--- src/rtl/dmem_arb_pkg.sv ---
// rtl/dmem_arb_pkg.sv - shared types for the data memory arbiter
package dmem_arb_pkg;

  localparam int MEM_ADDR_W = 9;
  localparam int MEM_DATA_W = 32;

  typedef enum logic {
    ARB    = 1'b0,
    LOCKED = 1'b1
  } arb_state_e;

  typedef enum logic {
    OWN_CPU = 1'b0,
    OWN_DBG = 1'b1
  } owner_e;

  typedef struct packed {
    logic                  we;
    logic [MEM_ADDR_W-1:0] addr;
    logic [MEM_DATA_W-1:0] wdata;
    logic [2:0]            funct3;
  } mem_req_t;

endpackage

--- src/rtl/dmem_req_mux.sv ---
// rtl/dmem_req_mux.sv - selects the winning request onto the memory port
// With no winner every field and both strobes are driven to zero.
module dmem_req_mux
  import dmem_arb_pkg::*;
(
  input  logic     i_sel_cpu,
  input  logic     i_sel_dbg,
  input  mem_req_t i_cpu,
  input  mem_req_t i_dbg,
  output mem_req_t o_req,
  output logic     o_rd,
  output logic     o_wr
);

  logic w_any;

  assign w_any = i_sel_cpu | i_sel_dbg;

  always_comb begin
    o_req = '0;
    if (i_sel_cpu) begin
      o_req = i_cpu;
    end else if (i_sel_dbg) begin
      o_req = i_dbg;
    end
  end

  assign o_rd = w_any & ~o_req.we;
  assign o_wr = w_any &  o_req.we;

endmodule

--- src/rtl/dmem_arbiter.sv ---
// rtl/dmem_arbiter.sv - cpu/dbg arbiter for the single-ported data memory
// Fair-share arbitration with a dbg lock guarded by a watchdog; reads return one cycle later.
module dmem_arbiter
  import dmem_arb_pkg::*;
#(
  parameter int ADDR_W    = MEM_ADDR_W,
  parameter int DATA_W    = MEM_DATA_W,
  parameter int MAX_BURST = 4,
  parameter int LOCK_MAX  = 64
) (
  input  logic              clk,
  input  logic              reset,
  input  logic              i_cpu_req,
  input  logic              i_cpu_we,
  input  logic [ADDR_W-1:0] i_cpu_addr,
  input  logic [DATA_W-1:0] i_cpu_wdata,
  input  logic [2:0]        i_cpu_funct3,
  output logic              o_cpu_gnt,
  output logic              o_cpu_stall,
  output logic              o_cpu_rvalid,
  output logic [DATA_W-1:0] o_cpu_rdata,
  input  logic              i_dbg_req,
  input  logic              i_dbg_we,
  input  logic [ADDR_W-1:0] i_dbg_addr,
  input  logic [DATA_W-1:0] i_dbg_wdata,
  input  logic [2:0]        i_dbg_funct3,
  input  logic              i_dbg_lock,
  output logic              o_dbg_gnt,
  output logic              o_dbg_rvalid,
  output logic [DATA_W-1:0] o_dbg_rdata,
  output logic              o_mem_rd,
  output logic              o_mem_wr,
  output logic [ADDR_W-1:0] o_mem_addr,
  output logic [DATA_W-1:0] o_mem_wdata,
  output logic [2:0]        o_mem_funct3,
  input  logic [DATA_W-1:0] i_mem_rdata,
  output logic              o_locked,
  output logic              o_lock_err
);

  localparam int STREAK_W = $clog2(MAX_BURST + 1);
  localparam int CNT_W    = $clog2(LOCK_MAX);

  arb_state_e          r_state;
  arb_state_e          w_state_next;
  logic [STREAK_W-1:0] r_streak;
  logic [CNT_W-1:0]    r_lock_cnt;
  logic                r_lock_err;
  logic                r_cpu_first;
  logic                r_relock_blk;
  logic                r_rd_pend;
  owner_e              r_rd_own;

  logic                w_both;
  logic                w_cpu_win;
  logic                w_dbg_win;
  logic                w_watchdog;
  logic                w_mem_rd;
  logic                w_mem_wr;
  logic                w_cpu_rvalid;
  logic                w_dbg_rvalid;
  mem_req_t            w_cpu_fields;
  mem_req_t            w_dbg_fields;
  mem_req_t            w_mem_req;

  assign w_both = i_cpu_req & i_dbg_req;

  always_ff @(posedge clk) begin
    if (reset) begin
      r_state <= ARB;
    end else begin
      r_state <= w_state_next;
    end
  end

  always_comb begin
    w_state_next = r_state;
    w_cpu_win    = 1'b0;
    w_dbg_win    = 1'b0;
    w_watchdog   = 1'b0;
    case (r_state)
      ARB: begin
        if (w_both) begin
          // r_cpu_first gives cpu the first contended cycle after a forced release
          if ((r_streak == STREAK_W'(MAX_BURST)) && !r_cpu_first) begin
            w_dbg_win = 1'b1;
          end else begin
            w_cpu_win = 1'b1;
          end
        end else begin
          w_cpu_win = i_cpu_req;
          w_dbg_win = i_dbg_req;
        end
        if (w_dbg_win && i_dbg_lock && !r_relock_blk) begin
          w_state_next = LOCKED;
        end
      end
      LOCKED: begin
        w_dbg_win  = i_dbg_req;
        w_watchdog = (r_lock_cnt == CNT_W'(LOCK_MAX - 1));
        if (!i_dbg_lock || w_watchdog) begin
          w_state_next = ARB;
        end
      end
      default: w_state_next = ARB;
    endcase
    if (reset) begin
      w_cpu_win  = 1'b0;
      w_dbg_win  = 1'b0;
      w_watchdog = 1'b0;
    end
  end

  always_ff @(posedge clk) begin
    if (reset) begin
      r_streak     <= '0;
      r_lock_cnt   <= '0;
      r_lock_err   <= 1'b0;
      r_cpu_first  <= 1'b0;
      r_relock_blk <= 1'b0;
      r_rd_pend    <= 1'b0;
      r_rd_own     <= OWN_CPU;
    end else begin
      if (w_cpu_win && i_dbg_req) begin
        if (r_streak != STREAK_W'(MAX_BURST)) begin
          r_streak <= r_streak + STREAK_W'(1);
        end
      end else if (w_dbg_win || !i_cpu_req) begin
        r_streak <= '0;
      end

      if ((r_state == LOCKED) && (w_state_next == LOCKED)) begin
        r_lock_cnt <= r_lock_cnt + CNT_W'(1);
      end else begin
        r_lock_cnt <= '0;
      end

      if (w_watchdog) begin
        r_lock_err <= 1'b1;
      end

      if (w_watchdog) begin
        r_cpu_first <= 1'b1;
      end else if ((r_state == ARB) && w_both) begin
        r_cpu_first <= 1'b0;
      end

      // Re-lock stays barred until dbg_lock has been seen low
      if (!i_dbg_lock) begin
        r_relock_blk <= 1'b0;
      end else if (w_watchdog) begin
        r_relock_blk <= 1'b1;
      end

      r_rd_pend <= w_mem_rd;
      r_rd_own  <= w_dbg_win ? OWN_DBG : OWN_CPU;
    end
  end

  assign w_cpu_fields = '{we: i_cpu_we, addr: i_cpu_addr, wdata: i_cpu_wdata, funct3: i_cpu_funct3};
  assign w_dbg_fields = '{we: i_dbg_we, addr: i_dbg_addr, wdata: i_dbg_wdata, funct3: i_dbg_funct3};

  dmem_req_mux u_req_mux (
    .i_sel_cpu (w_cpu_win),
    .i_sel_dbg (w_dbg_win),
    .i_cpu     (w_cpu_fields),
    .i_dbg     (w_dbg_fields),
    .o_req     (w_mem_req),
    .o_rd      (w_mem_rd),
    .o_wr      (w_mem_wr)
  );

  assign w_cpu_rvalid = ~reset & r_rd_pend & (r_rd_own == OWN_CPU);
  assign w_dbg_rvalid = ~reset & r_rd_pend & (r_rd_own == OWN_DBG);

  assign o_cpu_gnt    = w_cpu_win;
  assign o_cpu_stall  = ~reset & i_cpu_req & ~w_cpu_win;
  assign o_cpu_rvalid = w_cpu_rvalid;
  assign o_cpu_rdata  = w_cpu_rvalid ? i_mem_rdata : '0;
  assign o_dbg_gnt    = w_dbg_win;
  assign o_dbg_rvalid = w_dbg_rvalid;
  assign o_dbg_rdata  = w_dbg_rvalid ? i_mem_rdata : '0;
  assign o_mem_rd     = w_mem_rd;
  assign o_mem_wr     = w_mem_wr;
  assign o_mem_addr   = w_mem_req.addr;
  assign o_mem_wdata  = w_mem_req.wdata;
  assign o_mem_funct3 = w_mem_req.funct3;
  assign o_locked     = ~reset & (r_state == LOCKED);
  assign o_lock_err   = ~reset & r_lock_err;

endmodule
--- config.mk ---
export PLATFORM = sky130hd
export DESIGN_NAME = dmem_arbiter
export DESIGN_NICKNAME = d
export VERILOG_FILES = /design/src/rtl/dmem_arb_pkg.sv /design/src/rtl/dmem_req_mux.sv /design/src/rtl/dmem_arbiter.sv
export SDC_FILE = /design/constraint.sdc
export NUM_CORES = 1
export LEC_CHECK = 0
export BUFFER_PORTS_ARGS = -buffer_cell sky130_fd_sc_hd__buf_2
export CAP_MARGIN = 20
export CORE_AREA = 2 2 95 97
export DETAILED_ROUTE_END_ITERATION = 10
export DIE_AREA = 0 0 97 99
export GPL_TIMING_DRIVEN = 0
export PLACE_DENSITY = 0.68
export SLEW_MARGIN = 20
export SYNTH_ARGS = -nofsm -noshare
export SYNTH_HDL_FRONTEND = slang
export SYNTH_HIERARCHICAL = 1
export SYNTH_SLANG_ARGS = --single-unit
export TNS_END_PERCENT = 10
--- constraint.sdc ---
create_clock -name clk -period 2.8 [get_ports clk]
set_input_delay 0.28 -clock clk [delete_from_list [all_inputs] [get_ports clk]]
set_output_delay 0.28 -clock clk [all_outputs]
set_load 0.005 [all_outputs]
==> metrics.md, run 1 <==
| Metric | Value |
|---|---|
| Synth warnings | `6` |
| Number of hold-slack violations in the final timing report | `0` |
| Relative contribution of combinational cells to total power | `41.9%` |
| Number of top-level pins | `244` |
| Worst reg2reg path endpoint | `r_rd_pend$_SDFF_PP0_` |
| Initial DRC Count | `63` |
| Chip Width | `97 um` |
| Critical path arrival | `roughly 2.3 ns` |
| Destination of the critical timing path | `o_mem_wdata[25]` |
| H-tree depth | `1` |
| Switching power as a share of total power | `29.6%` |
| Effective utilization at floorplan | `19.5%` |
| CP Launch Point | `r_streak[0]$_SDFFE_PP0P_` |
| Number of port buffers | `about 240` |
| Leakage Power | `between 0.0015 and 0.002 uW` |
| Post-cts sizing count | `1` |
| Post-Syn Area | `0.00167 mm2` |
| Mean instance size in the synthesized netlist | `7.83 um2` |
| Clk root buf | `sky130_fd_sc_hd__clkbuf_8` |
| Worst Hold Class | `input pin to flop` |
| Critical Path Sink Type | `primary output` |
| Vias after detailed routing | `~2500` |
| Setup crit start kind | `flop` |
| R2R Setup Slk | `approximately 0.74 ns` |
| Gp weighted congestion | `around 0.86` |
| Post-DP HPWL | `slightly above 7000 um` |
| Final routed wire length divided by cell count | `about 14 um` |
| # rows | `34` |
| Startpoint of the worst register-to-register path | `r_streak[0]$_SDFFE_PP0P_` |
| Clk pin slew, worst setup/hold paths | `about 0.060 ns` |
| Setup TNS | `0 ns` |
| Number of sinks on the clock net | `15` |
| Core area | `0.00855 mm2` |
| VDD IR-drop max | `0.204 mV` |
| Clock tree from TritonCTS | `yes` |
| Number of buffers created by CTS | `3` |
| Number of standard cells after synthesis | `about 210` |
| Slack of the critical path | `roughly 0.18 ns` |
| Internal power | `between 400 and 500 uW` |
| Maximum clock rate | `approximately 0.38 GHz` |
| Count of pins over their slew limit | `0` |
| Switching power of the nets | `roughly 200 uW` |
| Grt ovf | `0` |
| Post-route antenna net violation count | `0` |
| Type of the worst setup path | `flop to primary output` |
| Share of the clock period used by the worst path | `a little over nine tenths` |
| Required time of the critical path | `~2.5 ns` |
| Result of the run | `finished, final reports clean` |
| Max capacitance violation total | `0` |
| Min Clock Period, post-route | `about 2.6 ns` |
| Share of cells above drive strength 1 | `approximately three fifths` |
| Clock Path Buffers | `2` |
| Die area | `~0.0096 mm2` |
| Number of cells on the worst reg-to-reg path | `9` |
| Final wirelength | `just over 8000 um` |
| Number of global-route vias before repair | `between 2000 and 2500` |
| Clock Latency Late Sink | `0.24 ns` |
| Number of diodes added for antenna fixing | `0` |
| Setup Buffers After CTS | `0` |
| Relative max-transition margin | `roughly 77%` |
| Antenna violations before repair | `0` |
| Drt first pass iters | `4` |
| DR DRC count | `0` |
| Unrepaired setup endpoints after global routing | `false` |
| Maximum fanout encountered on the critical timing path | `10` |
| CTS Hold Bufs | `0` |
| Pin count of the biggest net entering global routing | `11` |
| Worst Skew | `0.00391 ns` |
| Area delta synth->final | `84.6%` |
| Worst Setup Slack post-DPL | `0.198 ns` |
| First-pass GRT wire length | `around 12000 um` |
| Number of nets produced by synthesis | `around 340` |
| Avg Vias per Cell | `approximately 4.4` |
| # nets final | `591` |
| Vertical extent of the die | `around 100 um` |
| Portion of total power attributed to sequential cells | `around 33%` |
| # setup viols final | `0` |
| Ratio of total power to cell area | `about 220 mW/mm2` |
| Measured slew at the worst slew-check pin | `about 0.34 ns` |
| Clock group share of total power | `25.5%` |
| Global-route total usage across every layer | `about 15%` |
==> power by group through the flow <==
| stage | clock, uW | sequential, uW | combinational (uW) |
|---|---|---|---|
| finish | 172 | 219 | 282 |
| global route | 190 | 220 | 310 |
| CTS | 178 | 219 | 281 |
| detailed placement | 0 | 224 | 278 |
| global placement | 0 | 224 | 275 |
| floorplan | 0 | 223 | 109 |
==> critical path, cell delays in order (launching register included) <==
cell and delay, ns:
sky130_fd_sc_hd__dfxtp_1 0.35, sky130_fd_sc_hd__inv_1 0.07, sky130_fd_sc_hd__ha_1 0.26, sky130_fd_sc_hd__and3b_1 0.24, sky130_fd_sc_hd__nor2_2 0.14, sky130_fd_sc_hd__and2b_1 0.25, sky130_fd_sc_hd__nor2b_2 0.17, sky130_fd_sc_hd__buf_6 0.14
sky130_fd_sc_hd__buf_6 0.14, sky130_fd_sc_hd__a22o_1 0.19, sky130_fd_sc_hd__buf_2 0.15
==> placed cells by master (no fill, tap or decap), types with 3 or more instances in the layout <==
cell,instances
sky130_fd_sc_hd__a22o_1,44
sky130_fd_sc_hd__ha_1,3
sky130_fd_sc_hd__buf_2,245
sky130_fd_sc_hd__nand2b_1,3
sky130_fd_sc_hd__dfxtp_1,14
sky130_fd_sc_hd__buf_4,3
sky130_fd_sc_hd__xnor2_1,3
sky130_fd_sc_hd__inv_1,6
sky130_fd_sc_hd__nor2_1,9
sky130_fd_sc_hd__clkbuf_2,5
sky130_fd_sc_hd__clkbuf_8,3
sky130_fd_sc_hd__buf_6,5
sky130_fd_sc_hd__and2_1,64
sky130_fd_sc_hd__nor2b_1,5
sky130_fd_sc_hd__clkbuf_1,3
sky130_fd_sc_hd__nand2_1,7
sky130_fd_sc_hd__a21oi_1,4
sky130_fd_sc_hd__nor2_2,4
==> registers in the layout (all words and copies together) (netlist names) <==
register and cells:
r_lock_cnt 6, r_rd_pend 1, r_state 1, r_cpu_first 1, r_streak 3, r_rd_own 1
r_relock_blk 1, r_lock_err 1
==> metal layers <==
metal | global-route usage [%] | up-vias | wire length, um | part of all wire [%]
met5 | 0 | - | 0 | 0
met4 | 1.95 | 0 | 41 | 0.51
met3 | 6.52 | 4 | 1070 | 13
met1 | 19.5 | 1111 | 3280 | 40
met2 | 23.9 | 167 | 3700 | 46
li1 | - | 1241 | - | -
==> worst min path at each step <==
stage / to / startpoint / depth (start not counted) / slack (ns)
2_1_floorplan: r_lock_cnt[2]$_SDFF_PP0_ / i_dbg_lock / 2 / 0.42
3_3_place_gp: r_lock_cnt[0]$_SDFF_PP0_ / r_lock_cnt[0]$_SDFF_PP0_ / 1 / 0.43
3_5_place_dp: r_lock_cnt[0]$_SDFF_PP0_ / r_lock_cnt[0]$_SDFF_PP0_ / 1 / 0.45
4_1_cts: r_lock_cnt[4]$_SDFF_PP0_ / i_dbg_lock / 3 / 0.30
5_1_grt: r_lock_cnt[2]$_SDFF_PP0_ / i_dbg_lock / 3 / 0.31
6_report: r_lock_cnt[4]$_SDFF_PP0_ / i_dbg_lock / 3 / 0.30
==> metrics by stage <==
step	power, uW	cell area, um2	utilization, %	std cells	hold slack [ns]
floorplan	333	1670	-	213	0.416
global placement	499	3020	35.3	564	0.431
detailed placement	503	3020	35.3	564	0.452
CTS	678	3070	35.9	568	0.300
global route	719	3080	36.0	568	0.315
finish	674	3080	36.0	568	0.303
==> area by class of cell <==
type / instances / area (um2)
buffer: 17 / 121
tap: 108 / 135
timing repair buffer: 243 / 1220
clock buffer: 4 / 45.0
fill: 940 / 5470
multi-input combinational: 175 / 1240
sequential: 15 / 302
inverter: 6 / 22.5
Power figures use the tool's default switching activity.
==> inputs of run 2 (changes only) <==
CTS_BUF_LIST = sky130_fd_sc_hd__clkbuf_16   (was default)
==> run 2 against run 1 <==
Net effect: first-iteration DRC count is 4.8% higher; setup slack worse by 0.010 ns; final area is 1.3% higher; register-to-register slack hardly changed; via count hardly changed; critical path type unchanged.
==> metrics.md, run 2 (same netlist as run 1, synthesis figures left out) <==
| Metric | Value |
|---|---|
| Setup crit start kind | `flop` |
| Final wirelength | `8120 um (+0.28%)` |
| Final routed wire length divided by cell count | `14.3 um (+0.28%)` |
| Max capacitance violation total | `0 (unchanged)` |
| Area delta synth->final | `87.1%` |
| Crit-path max cell delay | `0.38 ns (+0.03 ns)` |
| Number of port buffers | `243 (unchanged)` |
| Clock tree from TritonCTS | `yes` |
| Post-route antenna net violation count | `0 (unchanged)` |
| # nets final | `591 (unchanged)` |
| Critical Path Sink Type | `primary output` |
| Chip Width | `97 um (unchanged)` |
| Most flop-heavy register | `r_lock_cnt` |
| Leading cell type in the layout, fill and taps excluded | `sky130_fd_sc_hd__buf_2` |
| Global-route total usage across every layer | `15.3% (+0.21 points)` |
| Required time of the critical path | `2.52 ns (about the same)` |
| Measured slew at the worst slew-check pin | `0.340 ns (+0.000331 ns)` |
| Ratio of total power to cell area | `250 mW/mm2 (+14%)` |
| Grt met1 use | `19.5% (-0.086 points)` |
| # setup viols final | `0 (unchanged)` |
| Type of the worst setup path | `flop to primary output` |
| Commonest cells after routing, fill and taps aside | `sky130_fd_sc_hd__buf_2 (245), sky130_fd_sc_hd__and2_1 (64), sky130_fd_sc_hd__a22o_1 (44), sky130_fd_sc_hd__dfxtp_1 (15), sky130_fd_sc_hd__nor2_1 (9)` |
| Share of the clock period used by the worst path | `94.0% (+0.37 points)` |
| GRT busiest layer | `met2` |
| Vias after detailed routing | `2521 (-0.079%)` |
| Clock Latency Late Sink | `0.25 ns (about the same)` |
| Number of global-route vias before repair | `2354 (+0.38%)` |
| H-tree depth | `1 (unchanged)` |
| Slack of the critical path | `0.169 ns (-0.0103 ns)` |
| Share of cells above drive strength 1 | `59.3% (unchanged)` |
| Worst Hold Class | `input pin to flop` |
| Core area | `0.00855 mm2 (unchanged)` |
| Initial DRC Count | `66 (+4.8%)` |
| Unrepaired setup endpoints after global routing | `false` |
| CP max stage cell | `sky130_fd_sc_hd__dfxtp_1` |
| Instance count after placement with tap cells included | `564 (unchanged)` |
| Drt first pass iters | `4 (unchanged)` |
| Pin count of the biggest net entering global routing | `11 (unchanged)` |
| Avg Vias per Cell | `4.44 (about the same)` |
| Grt ovf | `0 (unchanged)` |
| Gp weighted congestion | `0.858 (unchanged)` |
| Number of sinks on the clock net | `15 (unchanged)` |
| Registers with the highest flip-flop counts | `r_lock_cnt (6), r_streak (3)` |
| Clk pin slew, worst setup/hold paths | `0.05 ns (about the same)` |
| Critical path arrival | `2.35 ns (about the same)` |
| Number of buffers created by CTS | `3 (unchanged)` |
| Met3 layer usage reported by global route | `6.67% (+0.14 points)` |
| Number of hold-slack violations in the final timing report | `0 (unchanged)` |
| Result of the run | `finished, final reports clean` |
| Post-DP HPWL | `7050 um (unchanged)` |
| CP most frequent cell | `sky130_fd_sc_hd__buf_6` |
| # rows | `34 (unchanged)` |
| Min Clock Period, post-route | `2.63 ns (+0.0103 ns)` |
| Maximum clock rate | `0.380 GHz (-0.39%)` |
| Kind of cell adding the most delay to the critical path | `simple AND/OR/NAND/NOR gates` |
| Count of pins over their slew limit | `0 (unchanged)` |
| Vertical extent of the die | `99 um (unchanged)` |
| Clock Path Buffers | `2 (unchanged)` |
| Number of fill cells in the layout | `936 (-0.43%)` |
| Met2 usage in global routing | `23.8% (-0.053 points)` |
| Effective utilization at floorplan | `19.5% (unchanged)` |
| Die area | `0.00960 mm2 (unchanged)` |
| Number of buffer and inverter stages on the critical path | `4 (unchanged)` |
| Core Util, Final | `36.5% (+0.48 points)` |
| Leakage Power | `0.00190 uW (+1.1%)` |
| Max reg flops | `6 (unchanged)` |
| Number of diodes added for antenna fixing | `0 (unchanged)` |
| Maximum fanout encountered on the critical timing path | `10 (unchanged)` |
| Overall power | `781 uW (+16%)` |
| Setup TNS | `0 ns (unchanged)` |
| Final Non-Filler Cells | `568 (unchanged)` |
| Antenna violations before repair | `0 (unchanged)` |
| Setup Buffers After CTS | `0 (unchanged)` |
| VDD IR-drop max | `0.205 mV (+0.49%)` |
| Worst Setup Slack post-DPL | `0.198 ns (unchanged)` |
| CTS Hold Bufs | `0 (unchanged)` |
| Worst Skew | `0.00595 ns (+0.00205 ns)` |
| Number of top-level pins | `244 (unchanged)` |
| Clk root buf | `sky130_fd_sc_hd__clkbuf_16` |
| Relative max-transition margin | `77.4% (about the same)` |
| First-pass GRT wire length | `12000 um (+0.46%)` |
| Crit path cell chain | `inv_1, ha_1, and3b_1, nor2_4, and2b_1, nor2b_2, buf_6, buf_6, a22o_1, buf_2` |
| DR DRC count | `0 (unchanged)` |
run 2: what timing repair did:
| action | 4_1_cts | 5_1_grt |
|---|---|---|
| setup endpoints to repair | 29 | 42 |
| pin swaps | 0 | 0 |
| hold endpoints to repair | 0 | 0 |
| gates resized for setup | 1 | 10 |
run 2: tightest hold or removal path: cells and delay by family:
kind	cells	cell delay [ns]
AND/OR/NAND/NOR	2	0.11
buffers and inverters	1	0.11
run 2: metrics by stage:
step	hold WS [ns]	cell area [um2]
final	0.299	3120
after CTS	0.299	3100
after global placement	0.431	3020
after floorplan	0.416	1670
after detailed placement	0.452	3020
after global routing	0.316	3120
run 2: per-layer routing:
metal  part of all wire [%]  wire length [um]  up-vias
met5                      0                 0        -
met4                    1.0                81        0
met3                     13              1060        7
met2                     45              3670      161
met1                     41              3300     1113
li1                       -                 -     1240
run 2: worst paths after layout:
check	cells after the start	slack, ns	endpoint	from
min reg2reg	1	0.46	r_lock_cnt[0]$_SDFF_PP0_	r_lock_cnt[0]$_SDFF_PP0_
max	10	0.17	o_mem_wdata[25]	r_streak[1]$_SDFFE_PP0P_
max reg2reg	9	0.74	r_rd_pend$_SDFF_PP0_	r_streak[1]$_SDFFE_PP0P_
min	3	0.30	r_lock_cnt[4]$_SDFF_PP0_	i_dbg_lock
run 2: final cells by class:
type,count,area [um2],share of cell area [%]
multi-input combinational,175,1250,39.9
timing repair buffer,243,1220,39.0
sequential,15,300,9.62
tap,108,135,4.33
buffer,17,121,3.89
clock buffer,3,75.1,2.41
inverter,6,22.5,0.722
clock inverter,1,3.75,0.120
run 2: power by group:
group	switching [uW]	internal, uW
sequential	2.83	217
clock	89.3	189
combinational	125	158
total	218	564
==> inputs of run 3 (changes only) <==
ABC_AREA = 1   (was default)
CORE_AREA = 2 2 94 96   (was 2 2 95 97)
DIE_AREA = 0 0 96 98   (was 0 0 97 99)
PLACE_DENSITY = 0.72   (was 0.68)
SLEW_MARGIN = 5   (was 20)
==> run 3 against run 2 <==
Net effect: worst hold slack got worse by 0.016 ns; final cell count grew 25%; core utilization increased by 2.7 points; clock power is 4% lower; sequential share of layout area down 0.57 points; critical path type unchanged; largest cell class unchanged.
==> metrics.md, run 3 <==
| Metric | Value |
|---|---|
| Type of the worst setup path | `flop to primary output` |
| Number of buffers created by CTS | `3 (unchanged)` |
| Post-cts sizing count | `0 (-1)` |
| VDD IR-drop max | `0.305 mV (+48%)` |
| Leakage Power | `0.00228 uW (+20%)` |
| Maximum fanout encountered on the critical timing path | `10 (unchanged)` |
| Internal power | `566 uW (+0.35%)` |
| Post-Syn Area | `0.00189 mm2 (+14%)` |
| Avg Vias per Cell | `4.20 (-5.4%)` |
| Clock group share of total power | `33.0% (-2.6 points)` |
| Clk root buf | `sky130_fd_sc_hd__clkbuf_16` |
| Number of top-level pins | `244 (unchanged)` |
| DR DRC count | `0 (unchanged)` |
| Core area | `0.00847 mm2 (-1.0%)` |
| Required time of the critical path | `2.52 ns (about the same)` |
| Measured slew at the worst slew-check pin | `0.268 ns (-0.0719 ns)` |
| Chip Width | `96 um (-1.0%)` |
| Clock Latency Late Sink | `0.24 ns (about the same)` |
| Ratio of total power to cell area | `245 mW/mm2 (-2.2%)` |
| Die area | `0.00941 mm2 (-2.0%)` |
| Yosys top cell area share | `a little over a fifth` |
| Switching power of the nets | `247 uW (+13%)` |
| Commonest cells after routing, fill and taps aside | `sky130_fd_sc_hd__buf_2 (242), sky130_fd_sc_hd__nand2_1 (108), sky130_fd_sc_hd__nor2_1 (74), sky130_fd_sc_hd__nand3_1 (53), sky130_fd_sc_hd__inv_1 (49)` |
| Maximum clock rate | `0.447 GHz (+18%)` |
| Share of the clock period used by the worst path | `79.9% (-14 points)` |
| Clock Path Buffers | `2 (unchanged)` |
| # rows | `34 (unchanged)` |
| Relative contribution of combinational cells to total power | `39.8% (+3.6 points)` |
| Pin count of the biggest net entering global routing | `11 (unchanged)` |
| Clk pin slew, worst setup/hold paths | `0.04 ns (about the same)` |
| Critical Path Sink Type | `primary output` |
| Initial DRC Count | `99 (+50%)` |
| Critical path arrival | `1.96 ns (-0.39 ns)` |
| Max capacitance violation total | `0 (unchanged)` |
| Post-synthesis register bit count | `15` |
| Result of the run | `finished, final reports clean` |
| Met1 Routed Length | `3380 um (+2.3%)` |
| Worst Skew | `0.000406 ns (-0.00555 ns)` |
| # nets final | `731 (+24%)` |
| Depth of the worst hold-timing path | `2 (-1)` |
| Dominant cell type by area after synthesis | `sky130_fd_sc_hd__nand2_1` |
| Count of pins over their slew limit | `0 (unchanged)` |
| # setup viols final | `0 (unchanged)` |
| Number of hold-slack violations in the final timing report | `0 (unchanged)` |
| Gp weighted congestion | `0.823 (-4.2%)` |
| Number of synthesized flops with an enable pin | `0` |
| Destination of the critical timing path | `o_mem_wdata[24]` |
| Sequential fraction of the synthesis area | `between 15 and 20%` |
| Overall power | `812 uW (+4.0%)` |
| Global-route total usage across every layer | `15.6% (+0.39 points)` |
| Final routed wire length divided by cell count | `11.3 um (-21%)` |
| R2R Setup Slk | `1.06 ns (+0.32 ns)` |
| Post-route antenna net violation count | `0 (unchanged)` |
| Most common flop cell mapped by yosys | `sky130_fd_sc_hd__dfxtp_1` |
| Unrepaired setup endpoints after global routing | `false` |
| Routed length on met2 | `3890 um (+6.0%)` |
| Setup TNS | `0 ns (unchanged)` |
| Synth unique cells | `23` |
| CP Launch Point | `r_streak[0]$_SDFFE_PP0P_` |
| Final wirelength | `8020 um (-1.2%)` |
| Registers with the highest flip-flop counts | `r_lock_cnt (6), r_streak (3)` |
| Worst reg2reg path endpoint | `r_rd_pend$_SDFF_PP0_` |
| Highest metal layer with signal wires | `met4` |
| Mean instance size in the synthesized netlist | `5.35 um2 (-32%)` |
| Relative max-transition margin | `82.1% (+4.7 points)` |
| Leading cell type in the layout, fill and taps excluded | `sky130_fd_sc_hd__buf_2` |
| Synth warnings | `6 (unchanged)` |
| Library cell with the highest instance count after synthesis | `sky130_fd_sc_hd__nand2_1` |
| Area delta synth->final | `75.3%` |
| Portion of total power attributed to sequential cells | `27.2% (-0.9 points)` |
| Max reg flops | `6 (unchanged)` |
| Proportion of synthesized flip-flops having asynchronous set or reset | `0%` |
| Number of nets produced by synthesis | `484 (+41%)` |
| Number of global-route vias before repair | `2598 (+10%)` |
| Worst Hold Class | `input pin to flop` |
| Most frequent cells after synthesis | `sky130_fd_sc_hd__nand2_1 (108), sky130_fd_sc_hd__nor2_1 (74), sky130_fd_sc_hd__nand3_1 (53)` |
| CTS Hold Bufs | `0 (unchanged)` |
| Startpoint of the worst register-to-register path | `r_streak[0]$_SDFFE_PP0P_` |
| Setup crit start kind | `flop` |
| Synth area leaders | `sky130_fd_sc_hd__nand2_1 (21%), sky130_fd_sc_hd__dfxtp_1 (16%), sky130_fd_sc_hd__nor2_1 (15%)` |
| Number of sinks on the clock net | `15 (unchanged)` |
| First-pass GRT wire length | `12000 um (unchanged)` |
| Number of cells on the worst reg-to-reg path | `13 (+4)` |
| Share of cells above drive strength 1 | `46.8% (-13 points)` |
| Min Clock Period, post-route | `2.24 ns (-0.393 ns)` |
| Grt ovf | `0 (unchanged)` |
| Vias after detailed routing | `2974 (+18%)` |
| Number of standard cells after synthesis | `354 (+66%)` |
| Drt first pass iters | `7 (+3)` |
| Switching power as a share of total power | `30.3% (+2.5 points)` |
| Vertical extent of the die | `98 um (-1.0%)` |
| Post-DP HPWL | `6970 um (-1.1%)` |
| Clock tree from TritonCTS | `yes` |
| H-tree depth | `1 (unchanged)` |
| Most flop-heavy register | `r_lock_cnt` |
| Number of diodes added for antenna fixing | `0 (unchanged)` |
| Setup Buffers After CTS | `0 (unchanged)` |
| Met3 routed WL | `675 um (-37%)` |
| Antenna violations before repair | `0 (unchanged)` |
| Number of port buffers | `242 (-0.41%)` |
| Effective utilization at floorplan | `22.4% (+2.9 points)` |
run 3: cell count changes in the layout (fill, tap and decap cells not counted), sizes merged, moves of 8 or more:
cell,before,now
nand2,8,109
buf,253,263
nor2,13,78
and2,64,0
a22o,44,0
nor2b,8,0
inv,7,55
nand3,2,53
run 3: final cells by class:
class                   count  area [um2]
clock inverters             1        3.75
fillers                   966        5150
clock buffers               3        75.1
multi-input cells         264        1190
inverters                  54         203
plain buffers              21         203
flip-flops and latches     15         300
well taps                 108         135
repair buffers            242        1210
run 3: worst max-delay path: stages, from the launching register on:
cell                      delay (ns)
sky130_fd_sc_hd__dfxtp_1        0.30
sky130_fd_sc_hd__inv_1          0.08
sky130_fd_sc_hd__ha_1           0.17
sky130_fd_sc_hd__nand3_1        0.18
sky130_fd_sc_hd__inv_1          0.13
sky130_fd_sc_hd__nand2_1        0.05
sky130_fd_sc_hd__nand3_1        0.06
sky130_fd_sc_hd__inv_1          0.08
sky130_fd_sc_hd__inv_2          0.16
sky130_fd_sc_hd__buf_4          0.20
sky130_fd_sc_hd__nand3_1        0.08
sky130_fd_sc_hd__nand2_1        0.10
sky130_fd_sc_hd__buf_2          0.12
run 3: cells by family after synthesis:
kind of cell / synth area share, %
and+or+nand+nor: 55.5
buffers and inverters: 21.4
adders and majority gates: 1.98
xor gates and xnor gates: 0.925
DFF: 15.9
AOI/OAI and AO/OA: 4.30
run 3: how the worst min path moves through the flow:
stage / startpoint / endpoint / slack, ns
after floorplan: i_dbg_lock / r_relock_blk$_SDFFE_PP0P_ / 0.40
after global placement: r_relock_blk$_SDFFE_PP0P_ / r_relock_blk$_SDFFE_PP0P_ / 0.44
after detailed placement: r_lock_cnt[0]$_SDFF_PP0_ / r_lock_cnt[0]$_SDFF_PP0_ / 0.45
after CTS: reset / r_rd_pend$_SDFF_PP0_ / 0.28
after global routing: reset / r_streak[2]$_SDFFE_PP0P_ / 0.29
final: reset / r_rd_pend$_SDFF_PP0_ / 0.28
run 3: power by group through the flow:
stage | clock (uW) | combinational (uW) | sequential, uW
final | 268 | 324 | 221
after detailed placement | 0 | 324 | 225
after global placement | 0 | 324 | 225
after floorplan | 0 | 148 | 224
after global routing | 290 | 364 | 221
after CTS | 280 | 326 | 221
run 3: stage by stage:
step           hold WS (ns)  utilization, %  instances  setup slack, ns  area (um2)
3_3_place_gp          0.442            38.3        704            0.835        3240
4_1_cts               0.277            39.2        708            0.566        3320
6_report              0.283            39.2        708            0.562        3320
2_1_floorplan         0.403               -        354             1.13        1890
3_5_place_dp          0.452            38.3        704            0.835        3240
5_1_grt               0.287            39.2        708            0.308        3320
run 3: metal layers:
metal	track usage, %	vias up
met5	0	-
met4	3.08	0
met2	27.8	156
met3	1.77	8
met1	20.1	1245
li1	-	1565
